## src/rtl/fetch_stage_pkg.sv

```systemverilog
// Shared definitions for the instruction-fetch stage: PC width, NOP encoding,
// default boot address, fetch FSM state encodings and the PC increment helper.
package fetch_stage_pkg;

  localparam int PC_WIDTH = 32;
  localparam logic [PC_WIDTH-1:0] NOP_INSTR = 32'h0000_0000;
  localparam logic [PC_WIDTH-1:0] DEFAULT_RESET_PC = 32'h0000_3000;

  typedef enum logic [1:0] {
    FETCH_S_BOOT    = 2'd0,
    FETCH_S_REQ     = 2'd1,
    FETCH_S_HOLD    = 2'd2,
    FETCH_S_DISCARD = 2'd3
  } fetchState_e;

  // Sequential successor of a PC; wraps modulo 2^32.
  function automatic logic [PC_WIDTH-1:0] pcInc(input logic [PC_WIDTH-1:0] pc);
    return pc + 32'd4;
  endfunction

endpackage

```

## src/rtl/fetch_stage_if_id_reg.sv

```systemverilog
// IF/ID pipeline register. Enable freezes the whole register (clear included),
// clear loads a bubble, otherwise the handed instruction is captured.
module if_id_reg
  import fetch_stage_pkg::*;
(
  input  logic                clk,
  input  logic                rst_n,
  input  logic                en,
  input  logic                clr,
  input  logic [PC_WIDTH-1:0] instrIn,
  input  logic [PC_WIDTH-1:0] pcIn,
  input  logic [PC_WIDTH-1:0] pcPlus4In,
  output logic [PC_WIDTH-1:0] instrOut,
  output logic [PC_WIDTH-1:0] pcOut,
  output logic [PC_WIDTH-1:0] pcPlus4Out,
  output logic                validOut
);

  // IF/ID state: bubble on reset or clear, hold when disabled, else load
  always_ff @(posedge clk or negedge rst_n) begin
    if (!rst_n) begin
      instrOut   <= NOP_INSTR;
      pcOut      <= 32'h0000_0000;
      pcPlus4Out <= 32'h0000_0000;
      validOut   <= 1'b0;
    end else if (en) begin
      if (clr) begin
        instrOut   <= NOP_INSTR;
        pcOut      <= 32'h0000_0000;
        pcPlus4Out <= 32'h0000_0000;
        validOut   <= 1'b0;
      end else begin
        instrOut   <= instrIn;
        pcOut      <= pcIn;
        pcPlus4Out <= pcPlus4In;
        validOut   <= 1'b1;
      end
    end
  end

endmodule

```

## src/rtl/fetch_stage.sv

```systemverilog
// Instruction-fetch stage: PC register, single-outstanding imem request,
// one-entry hold buffer for words arriving while decode is stalled, redirect
// handling and the IF/ID register.
// Optional feature macro: DELAY_SLOT_EN -- the instruction after a taken
// branch executes (delay slot); otherwise it is killed and replaced by a bubble.
module fetch_stage
  import fetch_stage_pkg::*;
#(
  parameter logic [PC_WIDTH-1:0] RESET_PC = DEFAULT_RESET_PC
) (
  input  logic                clk,
  input  logic                rst_n,
  input  logic                stallF,
  input  logic                stallD,
  input  logic                flushD,
  input  logic                redirect_valid,
  input  logic [PC_WIDTH-1:0] redirect_pc,
  output logic                imem_req,
  output logic [PC_WIDTH-1:0] imem_addr,
  input  logic                imem_ack,
  input  logic [PC_WIDTH-1:0] imem_rdata,
  output logic [PC_WIDTH-1:0] instrD,
  output logic [PC_WIDTH-1:0] pcD,
  output logic [PC_WIDTH-1:0] pc_plus4D,
  output logic                validD
);

  fetchState_e         state_r, stateNext_s;
  logic [PC_WIDTH-1:0] pcF_r, pcFNext_s;
  logic [PC_WIDTH-1:0] imemAddr_r, addrNext_s;
  logic [PC_WIDTH-1:0] holdInstr_r, holdNext_s;
  logic                imemReq_r;
  logic                advance_s, redirAcc_s, wordAvail_s, handover_s;
  logic [PC_WIDTH-1:0] availInstr_s, handInstr_s, seqPc_s;
`ifdef DELAY_SLOT_EN
  logic                pendValid_r, pendValidNext_s;
  logic [PC_WIDTH-1:0] pendPc_r, pendPcNext_s, slotNext_s;
`endif

  // stallD alone also freezes fetch; redirects only count while decode moves
  assign advance_s    = ~(stallF | stallD);
  assign redirAcc_s   = advance_s & redirect_valid;
  assign seqPc_s      = pcInc(pcF_r);
  assign wordAvail_s  = ((state_r == FETCH_S_REQ) & imem_ack) | (state_r == FETCH_S_HOLD);
  assign availInstr_s = (state_r == FETCH_S_HOLD) ? holdInstr_r : imem_rdata;
`ifdef DELAY_SLOT_EN
  // After the delay slot, a latched target beats a same-cycle redirect
  assign slotNext_s   = pendValid_r ? pendPc_r : (redirAcc_s ? redirect_pc : seqPc_s);
`endif

  // Next-state, next-PC and hand-over decisions of the fetch FSM
  always_comb begin
    stateNext_s  = state_r;
    pcFNext_s    = pcF_r;
    addrNext_s   = imemAddr_r;
    holdNext_s   = holdInstr_r;
    handover_s   = 1'b0;
    handInstr_s  = NOP_INSTR;
`ifdef DELAY_SLOT_EN
    pendValidNext_s = pendValid_r;
    pendPcNext_s    = pendPc_r;
`endif
    case (state_r)
      FETCH_S_BOOT: begin
        stateNext_s = FETCH_S_REQ;
        pcFNext_s   = RESET_PC;
        addrNext_s  = RESET_PC;
      end
      FETCH_S_REQ, FETCH_S_HOLD: begin
        if (wordAvail_s && advance_s) begin
          stateNext_s = FETCH_S_REQ;
`ifdef DELAY_SLOT_EN
          handover_s      = 1'b1;
          handInstr_s     = availInstr_s;
          pcFNext_s       = slotNext_s;
          addrNext_s      = slotNext_s;
          pendValidNext_s = 1'b0;
`else
          if (redirect_valid) begin
            // Word in IF is on the wrong path: drop it and refetch at target
            pcFNext_s  = redirect_pc;
            addrNext_s = redirect_pc;
          end else begin
            handover_s  = 1'b1;
            handInstr_s = availInstr_s;
            pcFNext_s   = seqPc_s;
            addrNext_s  = seqPc_s;
          end
`endif
        end else if (wordAvail_s) begin
          holdNext_s  = availInstr_s;
          stateNext_s = FETCH_S_HOLD;
        end else if (redirAcc_s) begin
`ifdef DELAY_SLOT_EN
          // Slot word still in flight: remember where to go after it
          pendValidNext_s = 1'b1;
          pendPcNext_s    = redirect_pc;
`else
          // Request cannot be withdrawn; drain it, then fetch the target
          pcFNext_s   = redirect_pc;
          stateNext_s = FETCH_S_DISCARD;
`endif
        end else begin
          stateNext_s = state_r;
        end
      end
      FETCH_S_DISCARD: begin
        if (redirAcc_s) begin
          pcFNext_s = redirect_pc;
        end else begin
          pcFNext_s = pcF_r;
        end
        if (imem_ack) begin
          addrNext_s  = redirAcc_s ? redirect_pc : pcF_r;
          stateNext_s = FETCH_S_REQ;
        end else begin
          stateNext_s = FETCH_S_DISCARD;
        end
      end
      default: begin
        stateNext_s = FETCH_S_BOOT;
        pcFNext_s   = RESET_PC;
        addrNext_s  = RESET_PC;
      end
    endcase
  end

  // Fetch state, PC, request address/strobe and hold buffer registers
  always_ff @(posedge clk or negedge rst_n) begin
    if (!rst_n) begin
      state_r     <= FETCH_S_BOOT;
      pcF_r       <= RESET_PC;
      imemAddr_r  <= RESET_PC;
      imemReq_r   <= 1'b0;
      holdInstr_r <= NOP_INSTR;
    end else begin
      state_r     <= stateNext_s;
      pcF_r       <= pcFNext_s;
      imemAddr_r  <= addrNext_s;
      imemReq_r   <= (stateNext_s == FETCH_S_REQ) || (stateNext_s == FETCH_S_DISCARD);
      holdInstr_r <= holdNext_s;
    end
  end

`ifdef DELAY_SLOT_EN
  // Pending redirect target waiting for the delay-slot word
  always_ff @(posedge clk or negedge rst_n) begin
    if (!rst_n) begin
      pendValid_r <= 1'b0;
      pendPc_r    <= 32'h0000_0000;
    end else begin
      pendValid_r <= pendValidNext_s;
      pendPc_r    <= pendPcNext_s;
    end
  end
`endif

  assign imem_req  = imemReq_r;
  assign imem_addr = imemAddr_r;

  if_id_reg uIfId (
    .clk        (clk),
    .rst_n      (rst_n),
    .en         (~stallD),
    .clr        (flushD | ~handover_s),
    .instrIn    (handInstr_s),
    .pcIn       (pcF_r),
    .pcPlus4In  (seqPc_s),
    .instrOut   (instrD),
    .pcOut      (pcD),
    .pcPlus4Out (pc_plus4D),
    .validOut   (validD)
  );

endmodule

```

## config.mk

```make
export PLATFORM = sky130hd
export DESIGN_NAME = fetch_stage
export DESIGN_NICKNAME = d
export VERILOG_FILES = /design/src/rtl/fetch_stage_pkg.sv /design/src/rtl/fetch_stage_if_id_reg.sv /design/src/rtl/fetch_stage.sv
export SDC_FILE = /design/constraint.sdc
export NUM_CORES = 1
export LEC_CHECK = 0
export ABC_CLOCK_PERIOD_IN_PS = 2700
export CAP_MARGIN = 15
export CORE_ASPECT_RATIO = 1.25
export CORE_MARGIN = 5
export CORE_UTILIZATION = 52
export DETAILED_ROUTE_END_ITERATION = 8
export PLACE_DENSITY = 0.85
export RECOVER_POWER = 25
export SLEW_MARGIN = 25
export SYNTH_ARGS = -nofsm -noshare
export SYNTH_HDL_FRONTEND = slang
export SYNTH_SLANG_ARGS = --single-unit
```

## constraint.sdc

```tcl
create_clock -name clk -period 2.7 [get_ports clk]
set_input_delay 0.675 -clock clk [delete_from_list [all_inputs] [get_ports clk]]
set_output_delay 0.675 -clock clk [all_outputs]
set_load 0.01 [all_outputs]
```

### Yosys cells after proc, flatten, opt, wreduce, memory -nomap -nowiden

Index checks and enable logic that the tools add are counted.
W data, S select, Z words.

* bits of input ports: 71
* memory bits (writable): 0
* bits in read-only memories: 0
* bits in registers: 196
* word-level logic and storage cells: 56
* output and inout bits: 130
* bits in latches: 0
* memories: 0

* shift-type cells: 0
* muxes and demuxes: 24
* reductions and logical operators: 6
* magnitude comparators: 0
* divide/modulo/power cells: 0
* equality and inequality tests: 8
* $mul: 0
* bitwise gates (word level): 8
* add/sub/neg operators: 1

Operators with widths (number)
* $mux W32: 13
* $pmux W32 S3: 2
* $add A32 B3 Y32 const B: 1
* $mux W2: 4
* $eq A2 B2 Y1 const B: 3
* $pmux W2 S3: 1
* $eq A2 B1 Y1 const B: 2
* $mux W1: 4
* $ne A2 B2 Y1 const B: 2
* $ne A3 B3 Y1 const B: 1
* $not A1 Y1: 3
* $or A1 B1 Y1: 3
* $reduce_and A3 Y1: 1
* $and A1 B1 Y1: 2
* $logic_not A2 Y1: 1
* $reduce_and A2 Y1: 1
* $reduce_or A2 Y1: 1
* $logic_and A1 B1 Y1: 1
* $logic_or A1 B1 Y1: 1

### Longest topological paths before layout

* depth in word-level cells: 9
* mapped depth: 10
* depth with buffers taken out: 7

### Hierarchy

Synthesis repeated with hierarchy kept, for this count alone.

* cells, all modules: 1148
* area total of the unflattened synthesis: 10909.2 um^2

By module, submodules not included
* fetch_stage: area an instance 6702.7 um^2, cells each 730, seq. area each 2457.4 um^2, times used 1
* if_id_reg: area an instance 4206.5 um^2, cells each 418, seq. area each 2427.3 um^2, times used 1

### Worst setup path after synthesis

OpenSTA, ideal clock, no wires.

* path type: input to register
* start: in stallD
* end: reg holdInstr_r[10]
* library setup time: 125 ps
* slack: 269 ps
* arrival time: 2306 ps
* required time: 2575 ps
* buffers on the path: 3
* stages on the path: 7
* cells stage by stage: clkbuf_1 or2_2 clkbuf_1 nand3_1 nor2_1 clkbuf_1 mux2_2

* longest elaborated chain between the ends: 5

Ends and longest elaborated chain
* start: declaration: line fetch_stage.sv:14 `input logic stallD,`
* $or A1 B1 Y1: line fetch_stage.sv:41 `assign advance_s = ~(stallF | stallD);`
* $not A1 Y1: line fetch_stage.sv:41
* $logic_and A1 B1 Y1: line fetch_stage.sv:70 `if (wordAvail_s && advance_s) begin`
* $not A1 Y1 (no source line)
* $reduce_and A3 Y1 (no source line)
* end signal: assignment: line fetch_stage.sv:141 `holdInstr_r <= holdNext_s;`
* end: declaration: line fetch_stage.sv:31 `logic [PC_WIDTH-1:0] holdInstr_r, holdNext_s;`

Every way passes these cells.
A chain may end at the register's enable or synchronous reset.

### Worst setup path in the final report

* start: reg pcF_r[19]
* end: reg pcF_r[27]

* longest elaborated chain between the ends: 4

Ends and longest elaborated chain
* start: declaration: line fetch_stage.sv:29 `logic [PC_WIDTH-1:0] pcF_r, pcFNext_s;`
* start signal: assignment: line fetch_stage.sv:138 `pcF_r <= pcFNext_s;`
* $add A32 B3 Y32: line fetch_stage_pkg.sv:18 `return pc + 32'd4;`
* $mux W32: line fetch_stage.sv:79 `if (redirect_valid) begin`
* $mux W32: line fetch_stage.sv:70
* $pmux W32 S3: line fetch_stage.sv:63 `case (state_r)`

Every way passes these cells.

==> metrics list <==
* First drt pass iteration count: 7
* Area growth from synthesis to layout: 32.34%
- Most used DFF post-synth: dfrtp_1
- Start point of the worst min-delay path: uIfId.pcPlus4Out[21]
* Number of global-route vias before repair: 8947
* GP Congestion: 1.003
- Worst-path fanout max: 10
* Worst hold path type: flop to flop
* Fraction of the yosys area taken by sequential cells: 0.4974
* Cts repair resizes: 0
- For this design, the CTS-stage hold fixing added 0 buffers.
* Endpoint class of the critical path: flop
- CTS tree: done
- Leak Pwr: 5.393 nW
- Worst path top cell family by delay: simple AND/OR/NAND/NOR gates
- Crit Reg-Reg Endpoint: pcF_r[27]
- The die is 162.9 µm tall.
* Final Core Density: 0.6927
* FF-to-FF setup slack: 0.17 ns
* Total number of vias: 8920
- In this run the critical register-to-register path is launched from pcF_r[19].
- The first global-routing pass estimated 49.30 mm of wire.
* Path depth of the worst reg2reg path: 5
* Post-Syn Area: 9719 µm²
* Sequence of cells on the critical path: nand4_1, nor4_1, nor4b_1, nor3_1, a22oi_1
- In this run the count of I/O pins placed on the die edge is 201.
* # rows: 56
- Power spread over the standard cell area amounts to 914.4 nW/µm².
- Summed over all layers, the global routing overflow is 0.
* Share of the cycle needed by the critical path after routing: 0.9365
* CTS Root Cell: clkbuf_16
- Data on the critical path arrives at its endpoint at 2.87 ns.
* Outcome: complete, but fails checks
* Starting utilization of the core area: 0.5235
- Layout net count: 1258
* Hold Path Cell Cnt: 2
* Count of mapped cells out of synthesis: 979
* Number of distinct library cells after synthesis: 62
- Average routed wire per standard cell: 21.96 µm
* Final cell count without fillers: 1428
* Final Hold Vio Count: 0
- CTS built an H-tree with a depth of 4.
- Total of endpoints with negative setup slack in the final report: 0
* Die Wd: 132.3 µm
- Clk pin slew, worst setup/hold paths: 0.07 ns
- The worst hold path terminates at uIfId.pcPlus4Out[21].
- Post-route DRC violation count: 0
- Buffers added to address setup during post-CTS repair amount to 0.
- STA puts the critical path data required time at 3.04 ns.
- For this run, the total global-route usage over all layers was measured as 0.2870.
- The clock drives 193 sinks.
- During synthesis, Yosys emitted a total of 0 warnings.
* Drt via density: 6.246
* Final critical path time including I/O delays and setup: 2.528 ns
* Share of synthesized flip-flops with an asynchronous set or reset: 1.000
- Cell Count Post-Placement: 1394
- TritonCTS created 17 clock buffers.
* Buffers from clock root to sink, at most: 2
- During placement, the flow inserted port buffers numbering 200.
* EDFF count, synth: 0
* Skew final: 0.009365 ns
- Detailed placement ended at an HPWL of 22.54 mm.
* Core Box Area: 18570 µm²
- The synthesized design contains 193 register bits.
- Total power for the finished layout comes to 11.76 mW.
- Clock latency on the worst-skew pair, taken at its later pin, is 0.43 ns.
* Largest net degree at the start of global routing: 95
* Area enclosed by the die boundary: 21540 µm²
- Highest Clock Rate: 395.5 MHz
- Violation count after the first detailed-route iteration: 861
- The final reports fail on max-capacitance violations, max-slew violations.
- Final Max Slew Viols: 60
- Among all stages on the critical path, the largest delay is contributed by nor4_1.
- Maximum vdd drop: 0.0005209 V
- The largest single stage delay on the critical path is 0.64 ns.
- Number of nets with antenna violations after routing: 0
* Layout cells sized above 1: 0.1515
- The number of antenna violations at the first check in global routing was 2.
- Mean instance size in the synthesized netlist: 9.928 µm²
- When the netlist entered floorplanning its net count stood at 1055.
- Worst Path Buf+Inv: 0
* Kind of start point of the critical path: flop
- Headroom to the max-slew limit: -0.03377
- Detailed-route wire length: 31.35 mm
* Least-Margin Pin Slew: 1.551 ns
- The tool flagged a number of max-cap violations equal to 1.
- Crit Path Class: flop to flop
* Unrepaired setup endpoints after global routing: no
area by class of cell:
type	instances	area (µm²)
clock buffers	22	474.2
multi-input cells	686	4503
flip-flops and latches	193	4835
inverters	10	37.54
repair buffers	274	2620
fillers	1388	5705
diodes	1	2.502
clock inverters	10	100.1
well taps	232	290.3
metal layers:
| metal | GRT usage | routed length, µm | vias up |
|---|---|---|---|
| met4 | 0.1370 | 1600 | 2 |
| met3 | 0.08066 | 3127 | 133 |
| met2 | 0.4736 | 15250 | 556 |
| li1 | - | - | 3925 |
| met5 | 0 | 11 | - |
| met1 | 0.3489 | 11360 | 4304 |
cell usage in the layout, fill, tap and decap left out, drive strengths merged, types with 13 or more instances in the layout:
cell / synthesis / routed
mux2: 52 / 52
a22o: 49 / 49
dfrtp: 189 / 189
a22oi: 16 / 16
nor2: 39 / 39
nor3: 17 / 17
clkbuf: 70 / 25
buf: 20 / 73
nand2: 154 / 154
clkdlybuf4s50: 0 / 198
nor4: 14 / 14
xnor2: 14 / 14
a21oi: 19 / 19
nand4: 13 / 13
nand3: 19 / 19
mux2i: 48 / 48
o21ai: 113 / 113
synthesized netlist by cell type, drive strengths merged (4+ instances only):
library cell | count | share of area
inv | 9 | 0.0035
a211oi | 5 | 0.0039
and2 | 4 | 0.0026
nor3 | 17 | 0.0093
or4 | 4 | 0.0031
and3 | 4 | 0.0026
a32oi | 5 | 0.0045
a31oi | 10 | 0.0064
mux2 | 52 | 0.060
buf | 20 | 0.011
clkbuf | 70 | 0.027
dfrtp | 189 | 0.49
a21o | 6 | 0.0046
o221a | 4 | 0.0046
o211ai | 6 | 0.0046
nand3 | 19 | 0.010
a21oi | 19 | 0.0098
nor4 | 14 | 0.011
a22o | 49 | 0.044
a221oi | 4 | 0.0036
nand2 | 154 | 0.059
dfstp | 4 | 0.011
nand2b | 9 | 0.0058
xor2 | 12 | 0.011
nand4 | 13 | 0.011
mux2i | 48 | 0.049
nor2 | 39 | 0.015
ha | 5 | 0.0064
a22oi | 16 | 0.012
xnor2 | 14 | 0.013
o21ai | 113 | 0.058
state kept, by name, summed over array words and instances (netlist names):
register          flops
holdInstr_r          32
imem_addr            32
pcF_r                32
uIfId.instrOut       32
uIfId.pcOut          32
uIfId.pcPlus4Out     30
imem_req              1
state_r               1
uIfId.validOut        1
worst max-delay path by stage:
stage | startpoint | to | slack [ns] | cells past startpoint
after floorplan | stallD | holdInstr_r[10] | 0.27 | 7
after global placement | redirect_valid | pcF_r[10] | 0.02 | 8
after detailed placement | stallF | imem_addr[10] | -0.06 | 8
after CTS | pcF_r[2] | imem_addr[16] | 0.23 | 7
after global routing | imem_req | uIfId.instrOut[5] | 0.05 | 6
final | pcF_r[19] | pcF_r[27] | 0.17 | 5
stage by stage:
step | instance area [µm²] | setup TNS (ns) | hold WS [ns] | setup WS [ns]
finish | 12860 | 0 | 0.4830 | 0.1716
global route | 12860 | 0 | 0.5039 | 0.05181
CTS | 12870 | 0 | 0.2417 | 0.2314
detailed placement | 12290 | -0.2558 | 0.4700 | -0.05788
global placement | 12290 | 0 | 0.4644 | 0.02270
floorplan | 9719 | 0 | 0.3794 | 0.2695
worst register-to-register path, cell delays in order (launching register included):
cell and delay [ns]:
dfrtp_1 0.62, nand4_1 0.46, nor4_1 0.64, nor4b_1 0.38, nor3_1 0.12, a22oi_1 0.22
power breakdown:
group | switching (mW) | leakage [nW] | internal [mW]
Sequential | 0.727 | 2.58 | 3.58
Combinational | 2.77 | 2.53 | 2.19
Clock | 1.13 | 0.281 | 1.36
logic make-up after synthesis:
group,count (synthesis),share of synthesized area
fa+ha+maj,5,0.006437
buf+inv,100,0.04145
compound gates,267,0.1832
mux,100,0.1097
xor+xnor,26,0.02343
simple gates,288,0.1384
flops,193,0.4974
Power figures use the tool's default switching activity.
